## src/rtl/fp_add_sched.sv

```systemverilog
// fp_add_sched: round-robin scheduler sharing one pipelined fp32 adder between NREQ requesters.
//
// Operand pairs arrive on per-requester valid/ready handshakes; at most one pair per cycle is
// registered onto add_a/add_b. A tag pipe follows every issued op through the adder latency, and
// results land in issue order in a show-ahead FIFO, tagged with the issuing requester id. A
// credit counter (ops in flight + FIFO occupancy) keeps the FIFO from ever overflowing.
//
// Ports:
//   clk, rst             clock, synchronous active-high reset
//   req_valid/req_ready  per-requester handshake (req_ready is one-hot or zero)
//   req_a/req_b          packed operands, requester i at bits [32i+31:32i]
//   resp_valid/ready     result FIFO head handshake
//   resp_data/resp_id    head result value and issuing requester
//   add_a/add_b          registered operands to the adder
//   add_out              adder result, LAT cycles after add_a/add_b
//   add_rst_n            ~rst, gates the adder output
//   busy                 any op in flight or any result queued
//
// Optional feature macro: FP_ADD_SCHED_ZERO_EN
//   The adder forces the hidden bit to 1 and so mis-adds zeros. When defined, operands with a
//   zero exponent field are detected at issue and the correct result travels in the tag pipe,
//   replacing add_out at FIFO write.
module fp_add_sched #(
  parameter int unsigned NREQ  = 4,
  parameter int unsigned LAT   = 5,
  parameter int unsigned DEPTH = 8
) (
  input  logic                     clk,
  input  logic                     rst,
  input  logic [NREQ-1:0]          req_valid,
  output logic [NREQ-1:0]          req_ready,
  input  logic [32*NREQ-1:0]       req_a,
  input  logic [32*NREQ-1:0]       req_b,
  output logic                     resp_valid,
  input  logic                     resp_ready,
  output logic [31:0]              resp_data,
  output logic [$clog2(NREQ)-1:0]  resp_id,
  output logic [31:0]              add_a,
  output logic [31:0]              add_b,
  input  logic [31:0]              add_out,
  output logic                     add_rst_n,
  output logic                     busy
);

  localparam int unsigned IdW  = $clog2(NREQ);
  localparam int unsigned CntW = $clog2(DEPTH + 1);
  localparam int unsigned PtrW = $clog2(DEPTH);

  // ---------------------------------------------------------------------------
  // Credits and round-robin grant
  // ---------------------------------------------------------------------------
  logic [CntW-1:0] cnt_q, cnt_d;
  logic [IdW-1:0]  ptr_q, ptr_d;
  logic [IdW-1:0]  gnt_id;
  logic            gnt_any;
  logic            can_issue;
  logic            issue;
  logic            fifo_pop;
  int unsigned     idx;

  assign can_issue = !rst && (cnt_q < CntW'(DEPTH));

  // First valid requester at or after ptr_q, wrapping modulo NREQ.
  always_comb begin
    gnt_any   = 1'b0;
    gnt_id    = '0;
    req_ready = '0;
    idx       = 0;
    for (int unsigned k = 0; k < NREQ; k++) begin
      idx = 32'(ptr_q) + k;
      if (idx >= NREQ) idx = idx - NREQ;
      if (!gnt_any && req_valid[IdW'(idx)]) begin
        gnt_any = 1'b1;
        gnt_id  = IdW'(idx);
      end
    end
    if (can_issue && gnt_any) req_ready[gnt_id] = 1'b1;
  end

  assign issue = can_issue && gnt_any;
  assign ptr_d = (gnt_id == IdW'(NREQ - 1)) ? '0 : gnt_id + 1'b1;

  always_comb begin
    cnt_d = cnt_q;
    unique case ({issue, fifo_pop})
      2'b10:   cnt_d = cnt_q + 1'b1;
      2'b01:   cnt_d = cnt_q - 1'b1;
      default: cnt_d = cnt_q;
    endcase
  end

  always_ff @(posedge clk) begin
    if (rst) begin
      cnt_q <= '0;
      ptr_q <= '0;
      add_a <= '0;
      add_b <= '0;
    end else begin
      cnt_q <= cnt_d;
      if (issue) begin
        ptr_q <= ptr_d;
        add_a <= req_a[32*gnt_id +: 32];
        add_b <= req_b[32*gnt_id +: 32];
      end
    end
  end

  assign add_rst_n = ~rst;
  assign busy      = (cnt_q != '0);

  // ---------------------------------------------------------------------------
  // Tag pipe: stage 0 is loaded together with add_a/add_b, stage k lines up with adder stage k,
  // so stage LAT is valid in the cycle add_out carries that op's sum.
  // ---------------------------------------------------------------------------
  logic [LAT:0]          tag_vld_q;
  logic [LAT:0][IdW-1:0] tag_id_q;
  logic [31:0]           wr_data;

  always_ff @(posedge clk) begin
    if (rst) begin
      tag_vld_q <= '0;
      tag_id_q  <= '0;
    end else begin
      tag_vld_q <= {tag_vld_q[LAT-1:0], issue};
      tag_id_q  <= {tag_id_q[LAT-1:0], gnt_id};
    end
  end

`ifdef FP_ADD_SCHED_ZERO_EN
  logic [LAT:0]       tag_ovr_q;
  logic [LAT:0][31:0] tag_val_q;
  logic [31:0]        op_a, op_b;
  logic               ovr;
  logic [31:0]        ovr_val;

  assign op_a = req_a[32*gnt_id +: 32];
  assign op_b = req_b[32*gnt_id +: 32];

  // A zero exponent field means the adder would treat the operand as 1.x * 2^-127.
  always_comb begin
    ovr     = 1'b0;
    ovr_val = '0;
    if (op_a[30:23] == 8'h00) begin
      ovr     = 1'b1;
      ovr_val = (op_a[30:0] == '0 && op_b[30:0] == '0) ? 32'h0000_0000 : op_b;
    end else if (op_b[30:23] == 8'h00) begin
      ovr     = 1'b1;
      ovr_val = op_a;
    end
  end

  always_ff @(posedge clk) begin
    if (rst) begin
      tag_ovr_q <= '0;
      tag_val_q <= '0;
    end else begin
      tag_ovr_q <= {tag_ovr_q[LAT-1:0], issue & ovr};
      tag_val_q <= {tag_val_q[LAT-1:0], ovr_val};
    end
  end

  assign wr_data = tag_ovr_q[LAT] ? tag_val_q[LAT] : add_out;
`else
  assign wr_data = add_out;
`endif

  // ---------------------------------------------------------------------------
  // Result FIFO (show-ahead)
  // ---------------------------------------------------------------------------
  logic [31:0]     fifo_data_q [DEPTH];
  logic [IdW-1:0]  fifo_id_q   [DEPTH];
  logic [PtrW-1:0] wr_ptr_q, rd_ptr_q;
  logic [CntW-1:0] fill_q, fill_d;
  logic            fifo_wr;

  assign fifo_wr    = tag_vld_q[LAT];
  assign resp_valid = (fill_q != '0);
  assign fifo_pop   = resp_valid & resp_ready;
  // Storage is not reset; gate the head so an empty FIFO presents zeros.
  assign resp_data  = resp_valid ? fifo_data_q[rd_ptr_q] : '0;
  assign resp_id    = resp_valid ? fifo_id_q[rd_ptr_q] : '0;

  always_comb begin
    fill_d = fill_q;
    unique case ({fifo_wr, fifo_pop})
      2'b10:   fill_d = fill_q + 1'b1;
      2'b01:   fill_d = fill_q - 1'b1;
      default: fill_d = fill_q;
    endcase
  end

  always_ff @(posedge clk) begin
    if (rst) begin
      wr_ptr_q <= '0;
      rd_ptr_q <= '0;
      fill_q   <= '0;
    end else begin
      fill_q <= fill_d;
      if (fifo_wr)  wr_ptr_q <= wr_ptr_q + 1'b1;
      if (fifo_pop) rd_ptr_q <= rd_ptr_q + 1'b1;
    end
  end

  always_ff @(posedge clk) begin
    if (fifo_wr) begin
      fifo_data_q[wr_ptr_q] <= wr_data;
      fifo_id_q[wr_ptr_q]   <= tag_id_q[LAT];
    end
  end

  // Credits bound FIFO occupancy, so a write into a full FIFO without a pop cannot happen.
  a_no_overflow: assert property (@(posedge clk) disable iff (rst)
    (fifo_wr && !fifo_pop) |-> (fill_q != CntW'(DEPTH)));

endmodule
```

## config.mk

```make
export PLATFORM = sky130hd
export DESIGN_NAME = fp_add_sched
export DESIGN_NICKNAME = d
export VERILOG_FILES = /design/src/rtl/fp_add_sched.sv
export SDC_FILE = /design/constraint.sdc
export NUM_CORES = 1
export LEC_CHECK = 0
export BUFFER_PORTS_ARGS = -buffer_cell sky130_fd_sc_hd__buf_2
export CORE_ASPECT_RATIO = 1.75
export CORE_MARGIN = 2
export CORE_UTILIZATION = 54
export DETAILED_ROUTE_END_ITERATION = 6
export PLACE_DENSITY = 0.88
export REMOVE_ABC_BUFFERS = 1
export SYNTH_ARGS = -nofsm -noshare
export SYNTH_HDL_FRONTEND = slang
export SYNTH_SLANG_ARGS = --single-unit
```

## constraint.sdc

```tcl
create_clock -name clk -period 3.9 [get_ports clk]
set_input_delay 0.78 -clock clk [delete_from_list [all_inputs] [get_ports clk]]
set_output_delay 0.78 -clock clk [all_outputs]
set_load 0.05 [all_outputs]
```

Yosys cells after proc, flatten, opt, wreduce, memory -nomap -nowiden
Memories as Yosys holds them, arrays and structs flattened. A register that Yosys moved wholly into a read port is not among the register bits.
Cells that the tools add are included.
W data, S select, Z words.
- order comparisons: 11
- reductions and logical operators: 14
- shift operators: 2
- equal/unequal tests: 5
- bitwise operators: 2
- add/sub/neg operators: 14
- muxes and demuxes: 34
- operators by type and width (operator ; count):
    $shiftx A128 B8 Y32 ; 2
    $mux W32 ; 1
    $mux W2 ; 10
    $pmux W4 S2 ; 2
    $lt A2 B3 Y1 const B ; 5
    $mux W3 ; 4
    $mux W1 ; 11
    $ge A3 B3 Y1 const B ; 3
    $add A4 B1 Y4 const B ; 2
    $bmux W1 S2 ; 4
    $reduce_bool A4 Y1 ; 2
    $sub A2 B1 Y2 const B ; 4
    $sub A4 B1 Y4 const B ; 2
    $add A2 B2 Y3 const B ; 2
    $add A3 B1 Y3 const B ; 2
    $eq A2 B2 Y1 const B ; 3
    $logic_and A1 B1 Y1 ; 6
    $eq A2 B1 Y1 const B ; 2
    $logic_not A1 Y1 ; 4
    $lt A4 B4 Y1 const B ; 1
    $mux W4 ; 1
    $reduce_bool A2 Y1 ; 2
    $add A2 B1 Y3 const B ; 1
    $ge A2 B3 Y1 const B ; 1
    other kinds (5) ; 5
- word-level logic and storage cells: 98
- output and inout bits: 105
- input port bits: 295
- flip-flop bits (word level): 98
- memories kept: 2
- RAM bits: 272
- memories (memory ; depth ; width ; read ports ; clocked after Yosys merged registers in ; write ports ; RTL line ; RTL):
    fifo_data_q ; 8 ; 32 ; 1 ; 1 ; 1 ; 170 ; logic [31:0] fifo_data_q [DEPTH];
    fifo_id_q ; 8 ; 2 ; 1 ; 1 ; 1 ; 171 ; logic [IdW-1:0] fifo_id_q [DEPTH];

Longest topological paths before layout
- depth in word-level cells: 19
- depth in mapped cells: 12
- mapped depth without buffers: 10

Least setup slack after synthesis
OpenSTA, ideal clock, no wires.
- path kind: register -> register
- from: register tag_vld_q[5]
- to: memory fifo_data_q[0][0], enable pin
- arrival: 2878 ps
- cell stages (with the launch flop): 3
- period minus slack after synthesis: 3346 ps
- path buffers: 0
- data required time: 3432 ps
- setup slack: 554 ps
- setup time: 468 ps
- path through: dfxtp_1 -> nand2b_1 -> nor3_1
- word-level cells in the longest chain between the ends: 2
- ends and longest elaborated chain (element ; RTL line ; RTL):
    from (decl) ; 115 ; logic [LAT:0] tag_vld_q;
    from (signal assigned) ; 124 ; tag_vld_q <= {tag_vld_q[LAT-1:0], issue};
    $mux W1 ; 205 ; if (fifo_wr) begin
    $mux W1 (not written as such) ; 206 ; fifo_data_q[wr_ptr_q] <= wr_data;
    to (decl) ; 170 ;
No other way between the ends.

==> results.toml <==
[outcome]
status = "complete, no violations"

[power]
internal_power_uw = 7160
pwr-share-clk_pct = 32.4
p_sw_uw = 3320
switching_share_pct = 31.7
p_comb_share_pct = 23.6
seqPwrFrac_pct = 44.0
p_per_area_mw_per_mm2 = 526
power.total_uw = 10500
vdd.ir_drop.worst_uv = 512
p_leak_uw = 0.00757

[cts]
cts_setup_buffers = 0
clock_sinks = 373
htree_levels = 2
clk_pin_slew_worst_paths_ns = 0.06
cts_tree = "built"
cts_buffers = 34
cts_hold_buf = 0
root_buffer = "clkbuf_16"
cts_max_path_buffers = 3
cts_resized = 0
clk_latency_ns = 0.53

[final_layout]
multi_input_area_mm2 = 0.00577
fillers = 2066
utilization_pct = 66.8
fin_nets = 1795
drive_gt1_share_pct = 42.0
syn_to_final_growth_pct = 22.3
final_cell_count_no_fill = 1918
regArea_mm2 = 0.0102
final_cell_mix = "buf_2, edfxtp_1, mux2i_1"
layout_commonest_cell = "buf_2"

[timing]
finalSetupViolCount = 0
fin_skew_ns = 0.0191
max-slew-margin-rel_pct = 37.8
min_period_ns = 3.42
clock.fmax_mhz = 292
fin_ws_ns = 0.476
worst_hold_slack_ns = 0.434
hold_viol = 0
worstMarginPinSlew_ns = 0.931
rsz0062_at_grt = "no"
maxSlewViolCount = 0
fin_crit_sh_pct = 87.8

[worst_hold_path]
hold_depth = 1
hold_path.class = "flip-flop to flip-flop"

[drt]
drtAntennaViolNets = 0
first_pass_iters = 5
wl_per_cell_um = 23.0
dr.first_iter.drc_count = 945
num_vias = 11317
finalWirelength_um = 44100
via_per_inst = 5.90
drc_errors = 0

[critical_path]
worstPathArrival_ns = 2.64
cp_num_buf_inv = 2
critical-path-top-delay-family = "multiplexers"
crit_fanout = 28
path_cells = "buf_4 > mux4_2 > mux2i_1 > nor2_1 > buf_2"
endpoint_kind = "output port"
crit_slowest_cell = "dfxtp_4"
cpPeakStageDelay_ns = 0.72
crit_required_ns = 3.12
rrSetupSlack_ns = 1.35
path_class = "flip-flop to output port"
timing.rr.start = "fill_q[0]"
cp-endpoint = "resp_data[29]"
worstSetupPathDepth = 5
cp-start-kind = "flip-flop"
r2r_cells = 10
r2r_end = "fill_q[3]"

[yosys]
netlist_instances = 1112
synth_seq_cells = 373
synthesis.area_mm2 = 0.0163
yosysUniqueCellTypes = 41
postSynthAreaPerCell_um2 = 14.7
ys_seq_area_share_pct = 62.5
ys_warn_count = 0

[global_routing]
grtUsageTotal_pct = 27.3
globalRoute.totalOverflow = 0
first_global_vias = 11219
grt_pass1_wl_um = 64500
grt_max_degree = 129
antenna_found_initial = 21

[job]
drv_cap = 0

[placed_design]
place_congestion = 0.850
placed_cells = 1838
hpwl_um = 29400
post-place-ws_ns = 0.814
port_buffers = 399

[floorplanning]
die_x_um = 135
initial_utilization_pct = 54.6
ios = 400
rows = 84
die_h_um = 234
die-area_mm2 = 0.0317
core_mm2 = 0.0298
[how the worst min path moves through the flow]
stage                   end  slack, ns        start
2_1_floorplan  tag_id_q[10]       0.41  tag_id_q[8]
3_3_place_gp    tag_id_q[9]       0.42  tag_id_q[7]
3_5_place_dp   tag_id_q[11]       0.42  tag_id_q[9]
4_1_cts         tag_id_q[9]       0.44  tag_id_q[7]
5_1_grt         tag_id_q[9]       0.45  tag_id_q[7]
6_report        tag_id_q[8]       0.43  tag_id_q[6]
[power by group through the flow]
stage / logic (uW) / registers, uW / clock network, uW
final: 2470 / 4610 / 3400
after global routing: 2610 / 4630 / 3580
after CTS: 2470 / 4610 / 3460
after detailed placement: 2460 / 4690 / 0
after global placement: 2420 / 4680 / 0
after floorplan: 1050 / 5400 / 0
[per-stage QoR]
step	area, um^2	setup TNS [ns]
2_1_floorplan	15900	-370.20
6_report	19900	0
5_1_grt	19900	0
3_5_place_dp	18800	0
4_1_cts	19900	0
3_3_place_gp	18800	0
[logic make-up after synthesis]
| logic type | after synthesis | share of synthesized area [%] |
|---|---|---|
| adders and majority gates | 13 | 1.04 |
| buffers and inverters | 95 | 2.76 |
| DFF | 373 | 62.5 |
| and+or+nand+nor | 240 | 7.30 |
| AOI/OAI and AO/OA | 211 | 10.2 |
| muxes | 169 | 15.6 |
| xor gates and xnor gates | 11 | 0.591 |
[flip-flops by register name (all words and copies together) (netlist names), named ones only]
register     count
fill_q           4
add_a           32
ptr_q            2
add_b           32
cnt_q            4
fifo_id_q       16
fifo_data_q    256
wr_ptr_q         3
tag_id_q        12
tag_vld_q        6
rd_ptr_q         3
[area by class of cell]
cell class | count | area share, %
multi-input combinational | 644 | 28.9
antenna | 18 | 0.226
clock buffer | 40 | 4.48
inverter | 11 | 0.207
tap | 387 | 2.43
clock inverter | 22 | 1.22
timing repair buffer | 423 | 11.4
sequential | 373 | 51.1
[metal layers]
layer / up-vias / global-route usage [%] / wire length [um]
met1: 5551 / 32.9 / 15200
met5: - / 0 / 62
met4: 10 / 11.7 / 1860
met3: 112 / 7.76 / 4660
li1: 5012 / - / -
met2: 632 / 46.1 / 22300
[worst reg2reg max path, delay by kind of cell (launching register included)]
kind	cells	cell delay [ns]
flip-flops	1	0.37
buffers and inverters	1	0.08
XOR/XNOR	1	0.09
AND/OR/NAND/NOR	3	0.89
AO/OA/AOI/OAI	3	0.49
adder cells (fa/ha/maj)	2	0.58
[cells in the mapped netlist (all sizes together)]
cell type / n / area, um^2
ha: 12 / 150
nand2b: 5 / 31.3
fa: 1 / 20.0
or4: 2 / 15.0
nor3: 2 / 10.0
nor2b: 19 / 119
xor2: 7 / 61.3
xnor2: 4 / 35.0
a21o: 1 / 7.51
buf: 36 / 229
nor2: 61 / 231
nand3b: 1 / 7.51
nand4b: 1 / 8.76
mux2i: 101 / 1010
a211o: 1 / 8.76
dfxtp: 101 / 2020
mux4: 68 / 1530
o21bai: 1 / 7.51
inv: 11 / 41.3
and3: 65 / 412
nand3: 1 / 5.00
o21ai: 69 / 571
and2: 7 / 43.8
a21oi: 9 / 45.0
a21boi: 65 / 488
or3: 2 / 12.5
o211ai: 64 / 536
nand2: 71 / 267
edfxtp: 272 / 8170
or2: 1 / 6.26
nor4: 1 / 12.5
and4: 1 / 8.76
clkbuf: 48 / 180
a211oi: 1 / 7.51
Power figures use the tool's default switching activity.
